`config.mk`:
```
export PLATFORM = sky130hd
export DESIGN_NAME = sub_serial
export DESIGN_NICKNAME = d
export VERILOG_FILES = /design/src/rtl/sub_serial.sv
export SDC_FILE = /design/constraint.sdc
export NUM_CORES = 1
export LEC_CHECK = 0
export ABC_CLOCK_PERIOD_IN_PS = 4250
export CAP_MARGIN = 20
export CORE_MARGIN = 2
export CORE_UTILIZATION = 30
export DETAILED_ROUTE_END_ITERATION = 8
export PLACE_DENSITY = 0.54
export SLEW_MARGIN = 20
export SYNTH_ARGS = -nofsm -noshare
export SYNTH_HDL_FRONTEND = slang
export SYNTH_SLANG_ARGS = --single-unit
```
`constraint.sdc`:
```
create_clock -name clk -period 4.25 [get_ports clk]
set_clock_uncertainty 0.05 [all_clocks]
set_input_delay 0.85 -clock clk [delete_from_list [all_inputs] [get_ports clk]]
set_output_delay 0.85 -clock clk [all_outputs]
set_load 0.005 [all_outputs]
```
`src/rtl/sub_serial.sv`:
```
// Bit-serial subtractor: diff = a - b - b_in, LSB first, one full-subtractor cell per clock.
// Define SUB_SERIAL_OVF_EN to add the signed-overflow output ovf.
module sub_serial #(
  parameter int WIDTH = 2,
  parameter int CNT_W = $clog2(WIDTH + 1)
) (
  input  logic             clk,
  input  logic             rst,
  input  logic             start,
  input  logic [WIDTH-1:0] a,
  input  logic [WIDTH-1:0] b,
  input  logic             b_in,
  output logic             busy,
  output logic             done,
  output logic [WIDTH-1:0] diff,
  output logic             b_out
`ifdef SUB_SERIAL_OVF_EN
  ,
  output logic             ovf
`endif
);

  localparam logic [1:0] IDLE  = 2'd0;
  localparam logic [1:0] SHIFT = 2'd1;
  localparam logic [1:0] DONE  = 2'd2;

  localparam logic [CNT_W-1:0] LAST_CNT = CNT_W'(WIDTH - 1);

  logic [1:0]       state_q, state_d;
  logic [WIDTH-1:0] a_sh_q, a_sh_d;
  logic [WIDTH-1:0] b_sh_q, b_sh_d;
  logic [WIDTH-1:0] diff_q, diff_d;
  logic [CNT_W-1:0] cnt_q, cnt_d;
  logic             br_q, br_d;
  logic             b_out_q, b_out_d;
  logic             d_bit;
  logic             br_next;

`ifdef SUB_SERIAL_OVF_EN
  logic a_msb_q, a_msb_d;
  logic b_msb_q, b_msb_d;
  logic ovf_q, ovf_d;
`endif

  // The single full-subtractor cell.
  assign d_bit   = a_sh_q[0] ^ b_sh_q[0] ^ br_q;
  assign br_next = (~a_sh_q[0] & b_sh_q[0]) | (~(a_sh_q[0] ^ b_sh_q[0]) & br_q);

  always_comb begin
    state_d = state_q;
    a_sh_d  = a_sh_q;
    b_sh_d  = b_sh_q;
    diff_d  = diff_q;
    cnt_d   = cnt_q;
    br_d    = br_q;
    b_out_d = b_out_q;
`ifdef SUB_SERIAL_OVF_EN
    a_msb_d = a_msb_q;
    b_msb_d = b_msb_q;
    ovf_d   = ovf_q;
`endif
    case (state_q)
      IDLE, DONE: begin
        // DONE also accepts a new start so back-to-back operations run at one per WIDTH+1 cycles.
        if (start) begin
          a_sh_d  = a;
          b_sh_d  = b;
          br_d    = b_in;
          cnt_d   = '0;
          diff_d  = '0;
          state_d = SHIFT;
`ifdef SUB_SERIAL_OVF_EN
          a_msb_d = a[WIDTH-1];
          b_msb_d = b[WIDTH-1];
`endif
        end else begin
          state_d = IDLE;
        end
      end
      SHIFT: begin
        a_sh_d = {1'b0, a_sh_q[WIDTH-1:1]};
        b_sh_d = {1'b0, b_sh_q[WIDTH-1:1]};
        diff_d = {d_bit, diff_q[WIDTH-1:1]};
        br_d   = br_next;
        cnt_d  = cnt_q + CNT_W'(1);
        if (cnt_q == LAST_CNT) begin
          state_d = DONE;
          b_out_d = br_next;
`ifdef SUB_SERIAL_OVF_EN
          // d_bit is the final result MSB on the last shift.
          ovf_d = (a_msb_q != b_msb_q) & (d_bit != a_msb_q);
`endif
        end
      end
      default: state_d = IDLE;
    endcase
  end

  always_ff @(posedge clk or posedge rst) begin
    if (rst) begin
      state_q <= IDLE;
      a_sh_q  <= '0;
      b_sh_q  <= '0;
      diff_q  <= '0;
      cnt_q   <= '0;
      br_q    <= 1'b0;
      b_out_q <= 1'b0;
`ifdef SUB_SERIAL_OVF_EN
      a_msb_q <= 1'b0;
      b_msb_q <= 1'b0;
      ovf_q   <= 1'b0;
`endif
    end else begin
      state_q <= state_d;
      a_sh_q  <= a_sh_d;
      b_sh_q  <= b_sh_d;
      diff_q  <= diff_d;
      cnt_q   <= cnt_d;
      br_q    <= br_d;
      b_out_q <= b_out_d;
`ifdef SUB_SERIAL_OVF_EN
      a_msb_q <= a_msb_d;
      b_msb_q <= b_msb_d;
      ovf_q   <= ovf_d;
`endif
    end
  end

  assign busy  = (state_q != IDLE);
  assign done  = (state_q == DONE);
  assign diff  = diff_q;
  assign b_out = b_out_q;
`ifdef SUB_SERIAL_OVF_EN
  assign ovf   = ovf_q;
`endif

endmodule

```
==> results of run 1 <==
registers in the layout (all words and copies together), names as in the netlist:
signal   count
b_out        1
b_sh_q       2
state_q      2
diff         2
cnt_q        2
br_q         1
a_sh_q       2
logic make-up (layout without fill, tap and decap cells):
group | after synthesis | count (layout)
AOI/OAI and AO/OA | 13 | 13
DFF | 12 | 12
xor gates and xnor gates | 1 | 1
adders and majority gates | 2 | 2
and+or+nand+nor | 18 | 18
muxes | 8 | 8
buffers and inverters | 9 | 21
per-layer routing:
| metal | track usage (%) | vias up | wire length (um) |
|---|---|---|---|
| met5 | 0 | - | 0 |
| met3 | 5.36 | 0 | 75 |
| met1 | 12.4 | 201 | 519 |
| met4 | 2.70 | 0 | 0 |
| met2 | 17.5 | 12 | 523 |
| li1 | - | 241 | - |
power groups by stage:
stage	Combinational, mW	Sequential (mW)	Clock (mW)
after floorplan	0.219	0.203	0
after global placement	0.245	0.243	0
after detailed placement	0.249	0.244	0
after CTS	0.250	0.243	0.0953
after global routing	0.283	0.254	0.0995
final	0.246	0.241	0.0919
cell usage in the layout (no fill, tap or decap), types with 2 or more instances in the layout:
master / Yosys / layout
nand2_1: 3 / 3
inv_1: 5 / 5
a21oi_1: 3 / 3
o21ai_0: 5 / 5
mux2_2: 3 / 3
nor2_1: 2 / 2
nor2b_1: 4 / 4
nand2b_1: 3 / 3
clkbuf_4: 0 / 3
dfrtp_1: 12 / 12
nand3_1: 3 / 3
mux2i_1: 4 / 4
clkdlybuf4s50_1: 0 / 12
a211oi_1: 3 / 3
path summary, 6_finish.rpt:
kind	slack, ns	cells after the start	from	end
max reg2reg	2.69	3	a_sh_q[0]$_DFFE_PP0P_	diff[1]$_DFFE_PP0P_
max in group asynchronous	2.99	2	rst	diff[0]$_DFFE_PP0P_
max	1.64	2	state_q[0]$_DFFE_PP0P_	busy
min	0.43	2	b_out$_DFFE_PP0P_	b_out$_DFFE_PP0P_
min reg2reg	0.43	2	b_out$_DFFE_PP0P_	b_out$_DFFE_PP0P_
min in group asynchronous	0.83	2	rst	a_sh_q[0]$_DFFE_PP0P_
area by class of cell:
cell class / count / share of cell area, %
multi-input combinational: 42 / 37.7
sequential: 12 / 36.8
timing repair buffer: 12 / 14.7
clock buffer: 4 / 4.44
tap: 27 / 4.13
inverter: 5 / 2.30
worst reg2reg max path, delay by kind of cell, from the launching register on:
kind / cells / cell delay, ns
muxes: 1 / 0.27
DFF: 1 / 0.43
AOI/OAI and AO/OA: 1 / 0.22
adders and majority gates: 1 / 0.48
stage by stage:
step	util, %	hold WS (ns)	worst slack, ns
after global placement	39.0	0.415	1.96
final	40.8	0.433	1.64
after CTS	40.8	0.440	1.62
after detailed placement	39.0	0.420	1.94
after floorplan	-	0.422	2.51
after global routing	40.8	0.509	1.54
==> metrics.txt, run 1 <==
full die area around 0.0026 mm^2; die height 50.7 um; Combinational Power Share 42.5%; final net count 86; max-slew violations 0; largest area contributor in the netlist dfrtp_1; area delta synth->final 24.9%; syn nets 73; RSZ-0062 raised after global routing false; Post-CTS Setup Inserts 0; Compound-Gate Fraction of Synth Area between 10% and 20%; worst-path maximum fanout 22; largest net degree at the start of global routing 23; yosys warns 0; drc violations 0; drt via density 4.45; Setup TNS 0 ns; post-synthesis cell count 63; final period utilization 61.5%; post-synthesis adder-cell area fraction 4.97%; register bit total from synthesis 12; critical path data arrival time between 1.5 and 2 ns; Reg area 300 um^2; dpl cell area 781 um^2; gpl congestion between 0.7 and 0.8; Psw 0.197 mW; P_int ~0.38 mW; first-pass GRT wire length roughly 2000 um; CP peak stage delay just over 0.6 ns; CP cell instances or2_2 -> clkdlybuf4s50_1; Peak VDD IR 0.224 mV; Distinct cells, synth 25; Yosys top cell area share 45.9%; Syn Std Cell Area 654 um^2; slowest CP cell dfrtp_1; Synth Area in Simple Gates 15.1%; outcome finished clean; GRT Residual Overflow 0; Main synth FF type dfrtp_1; IO Count 13; total CTS buffers 3; DR WL/cell 11.0 um; total power between 0.5 and 0.6 mW; slew at the pin with the worst max-slew slack ~0.60 ns; Die Width 50.7 um; Seq pwr share 41.7%; initial DRC count 5; top post-synthesis cells by area dfrtp_1 46%, mux2i_1 6.1%, mux2_2 5.2%, nor2b_1 3.8%, o21ai_0 3.8%; post-CTS sizing 0; Lkg Pwr ~0.35 nW; vias in the first global route 470; FILL cells 218; area of the multi-input gates 308 um^2; clock share of power 15.9%; relative slew slack 59.9%; number of max-cap violations 0; setup violators final 0; Seq/Total Area, Yosys between 40% and 50%; TritonCTS clock tree done; via count 454; Max Fclk approximately 0.38 GHz; Crit. End Element output pin; initial antenna violation count 0; crit path buf inv count 1; ant diodes 0; Post-synth EDFFs 0; Clock Pin Slew Worst Setup and Hold Paths around 0.080 ns; fin area approximately 820 um^2; # rows 16; Max Buffers Root-to-Sink 2; final wirelength 1120 um; Critical Path Start Type flop; Synth top cells by count 12 x dfrtp_1, 5 x inv_1, 5 x o21ai_0; Max H-tree Level 1; DP Wirelength around 760 um; Starting Density roughly a third; total global-route track usage 10.7%; Synth async-reset ratio 100%; PwrDens 708 mW/mm^2; XOR/XNOR Fraction of Synth Area about 1.3%; Worst-Skew Late Latency 0.28 ns; HP Class reg -> reg; placed cell count 98; mux contribution to synthesized area between 10 and 15%; Pre-antenna DRT Iters 2; Sw Ratio 34.0%; Crit path max-delay family flip-flops; largest family of logic cells by synthesized area simple AND/OR/NAND/NOR gates; share of cells above drive strength 1 12.0%; Core Area 0.00200 mm^2; Mapped Avg Cell Area 10.4 um^2; Cell Count, Final, Fillers Out 102; CP required roughly 3.4 ns; most common cell in the netlist dfrtp_1; Min Clock Period, post-route between 2 and 3 ns; # hold bufs at CTS 0; Worst Setup Path Type reg -> out; Hold Vio Cnt, Final 0; IO buf count 12; DRT antenna net count 0; Clock Tree Root clkbuf_4; Clock Sinks 12
Power figures use the tool's default switching activity.
==> run 2, diff against run 1 <==
--- a/config.mk
+++ b/config.mk
@@ -5,7 +5,7 @@
 export SDC_FILE = /design/constraint.sdc
 export NUM_CORES = 1
 export LEC_CHECK = 0
-export ABC_CLOCK_PERIOD_IN_PS = 4250
+export ABC_CLOCK_PERIOD_IN_PS = 2600
 export CAP_MARGIN = 20
 export CORE_MARGIN = 2
 export CORE_UTILIZATION = 30
==> constraint.sdc (replaced) <==
create_clock -name clk -period 2.6 [get_ports clk]
set_clock_uncertainty 0.05 [all_clocks]
set_input_delay 0.52 -clock clk [delete_from_list [all_inputs] [get_ports clk]]
set_output_delay 0.52 -clock clk [all_outputs]
set_load 0.005 [all_outputs]
==> metrics.txt, run 2 (same netlist as run 1, synthesis figures left out) <==
share of cells above drive strength 1 13.2% (+1.2 points); critical path data arrival time 1.39 ns (-0.32 ns); fin area 818 um^2 (+0.15%); CP peak stage delay 0.44 ns (-0.17 ns); post-CTS sizing 0 (unchanged); Min Clock Period, post-route 1.96 ns; DRT antenna net count 0 (unchanged); slew at the pin with the worst max-slew slack 0.481 ns (-0.120 ns); Max Buffers Root-to-Sink 2 (unchanged); worst r2r src a_sh_q[0]$_DFFE_PP0P_; Hold Path Stages 2 (unchanged); IO Count 13 (unchanged); Post-CTS Setup Inserts 0 (unchanged); Worst Setup Path Type reg -> out; fin util 40.9% (+0.062 points); Lkg Pwr 0.355 nW (+0.79%); CP required 2.03 ns (-1.32 ns); initial DRC count 1 (-4); Die Width 50.7 um (unchanged); Clock Pin Slew Worst Setup and Hold Paths 0.08 ns (about the same); WHS Endpoint b_out$_DFFE_PP0P_; Core Area 0.00200 mm^2 (unchanged); die height 50.7 um (unchanged); DR WL/cell 10.6 um (-3.6%); hold path startpoint b_out$_DFFE_PP0P_; total power 0.932 mW (+61%); Pre-antenna DRT Iters 3 (+1); first-pass GRT wire length 1900 um (-6.4%); largest net degree at the start of global routing 21 (-8.7%); Combinational Power Share 51.8% (+9.3 points); ant diodes 0 (unchanged); # hold bufs at CTS 0 (unchanged); vias in the first global route 429 (-8.7%); P_int 0.610 mW (+60%); Max H-tree Level 1 (unchanged); outcome finished clean; area of the multi-input gates 308 um^2 (unchanged); total CTS buffers 3 (unchanged); Max Fclk 0.511 GHz; final wirelength 1090 um (-2.7%); gpl congestion 0.681 (-6.7%); relative slew slack 67.8% (+7.9 points); worst-path maximum fanout 3 (-86%); Crit path max-delay family buffers and inverters; setup violators final 0 (unchanged); total global-route track usage 10.1% (-0.63 points); RSZ-0062 raised after global routing false; final period utilization 75.2%; GRT Residual Overflow 0 (unchanged); Psw 0.322 mW (+64%); final net count 88 (+2.3%); FF-to-FF End diff[1]$_DFFE_PP0P_; FILL cells 204 (-6.4%); Hold Vio Cnt, Final 0 (unchanged); placed cell count 100 (+2.0%); via count 468 (+3.1%); Cell Count, Final, Fillers Out 103 (+0.98%); Seq pwr share 35.8% (-5.9 points); dpl cell area 796 um^2 (+1.9%); clock share of power 12.4% (-3.5 points); Reg area 300 um^2 (unchanged); commonest non-fill, non-tap cells in the layout 12 x dfrtp_1, 12 x clkdlybuf4s50_1, 5 x o21ai_0, 5 x inv_1; full die area 0.00257 mm^2 (unchanged); HP Class reg -> reg; # rows 16 (unchanged); Sw Ratio 34.5% (+0.53 points); crit path buf inv count 1 (unchanged); max-slew violations 0 (unchanged); Crit. End Element output pin; drt via density 4.54 (+2.1%); Clock Sinks 12 (unchanged); drc violations 0 (unchanged); critical path depth 2 (unchanged); PwrDens 1140 mW/mm^2 (+61%); Setup TNS 0 ns (unchanged); area delta synth->final 25.0%; R2R setup slack 1.06 ns (-1.63 ns); IO buf count 12 (unchanged); Critical Path Start Type flop; Worst-Skew Late Latency 0.27 ns (about the same); number of max-cap violations 0 (unchanged); Peak VDD IR 0.425 mV (+90%); CP cell instances or2_2 -> clkdlybuf4s50_1; Clock Tree Root clkbuf_4; worst-case reg-to-reg path depth 3 (unchanged); TritonCTS clock tree done; slowest CP cell clkdlybuf4s50_1; Starting Density 32.7% (unchanged); initial antenna violation count 0 (unchanged)
## run 2: cell count changes in the layout (fill, tap and decap cells not counted), sizes merged
cell,change
buf,+2
clkbuf,-1
## run 2: worst max-delay path by stage
stage,start,end,slack [ns]
after floorplan,a_sh_q[0]$_DFFE_PP0P_,diff[1]$_DFFE_PP0P_,1.11
after global placement,start,a_sh_q[0]$_DFFE_PP0P_,0.75
after detailed placement,start,b_sh_q[0]$_DFFE_PP0P_,0.74
after CTS,state_q[0]$_DFFE_PP0P_,busy,0.63
after global routing,state_q[0]$_DFFE_PP0P_,busy,0.59
final,state_q[0]$_DFFE_PP0P_,busy,0.64
## run 2: final cells by class
| type | instances | area share (%) |
|---|---|---|
| multi-input cells | 42 | 37.6 |
| flip-flops and latches | 12 | 36.7 |
| repair buffers | 14 | 16.5 |
| well taps | 27 | 4.13 |
| clock buffers | 3 | 2.75 |
| inverters | 5 | 2.29 |
## run 2: power groups by stage
| stage | combinational, mW | sequential (mW) | clock [mW] |
|---|---|---|---|
| after detailed placement | 0.491 | 0.338 | 0 |
| after CTS | 0.494 | 0.334 | 0.116 |
| final | 0.483 | 0.333 | 0.116 |
| after floorplan | 0.359 | 0.332 | 0 |
| after global routing | 0.550 | 0.348 | 0.124 |
| after global placement | 0.486 | 0.338 | 0 |
## run 2: tightest hold or removal path: stages (launching register included)
cell     delay, ns
dfrtp_1       0.35
nand2_1       0.04
o21ai_0       0.06
## run 2: per-layer routing
layer  GRT usage (%)  routed length (um)  vias to the layer above
li1                -                   -                      243
met1            14.1                 541                      210
met2            14.7                 481                       11
met3            2.68                  48                        4
met4            4.05                  19                        0
met5               0                   0                        -
## run 2: through the flow
stage	setup WS, ns	hold slack [ns]
2_1_floorplan	1.11	0.335
4_1_cts	0.634	0.437
5_1_grt	0.593	0.491
3_3_place_gp	0.749	0.413
3_5_place_dp	0.736	0.420
6_report	0.644	0.429
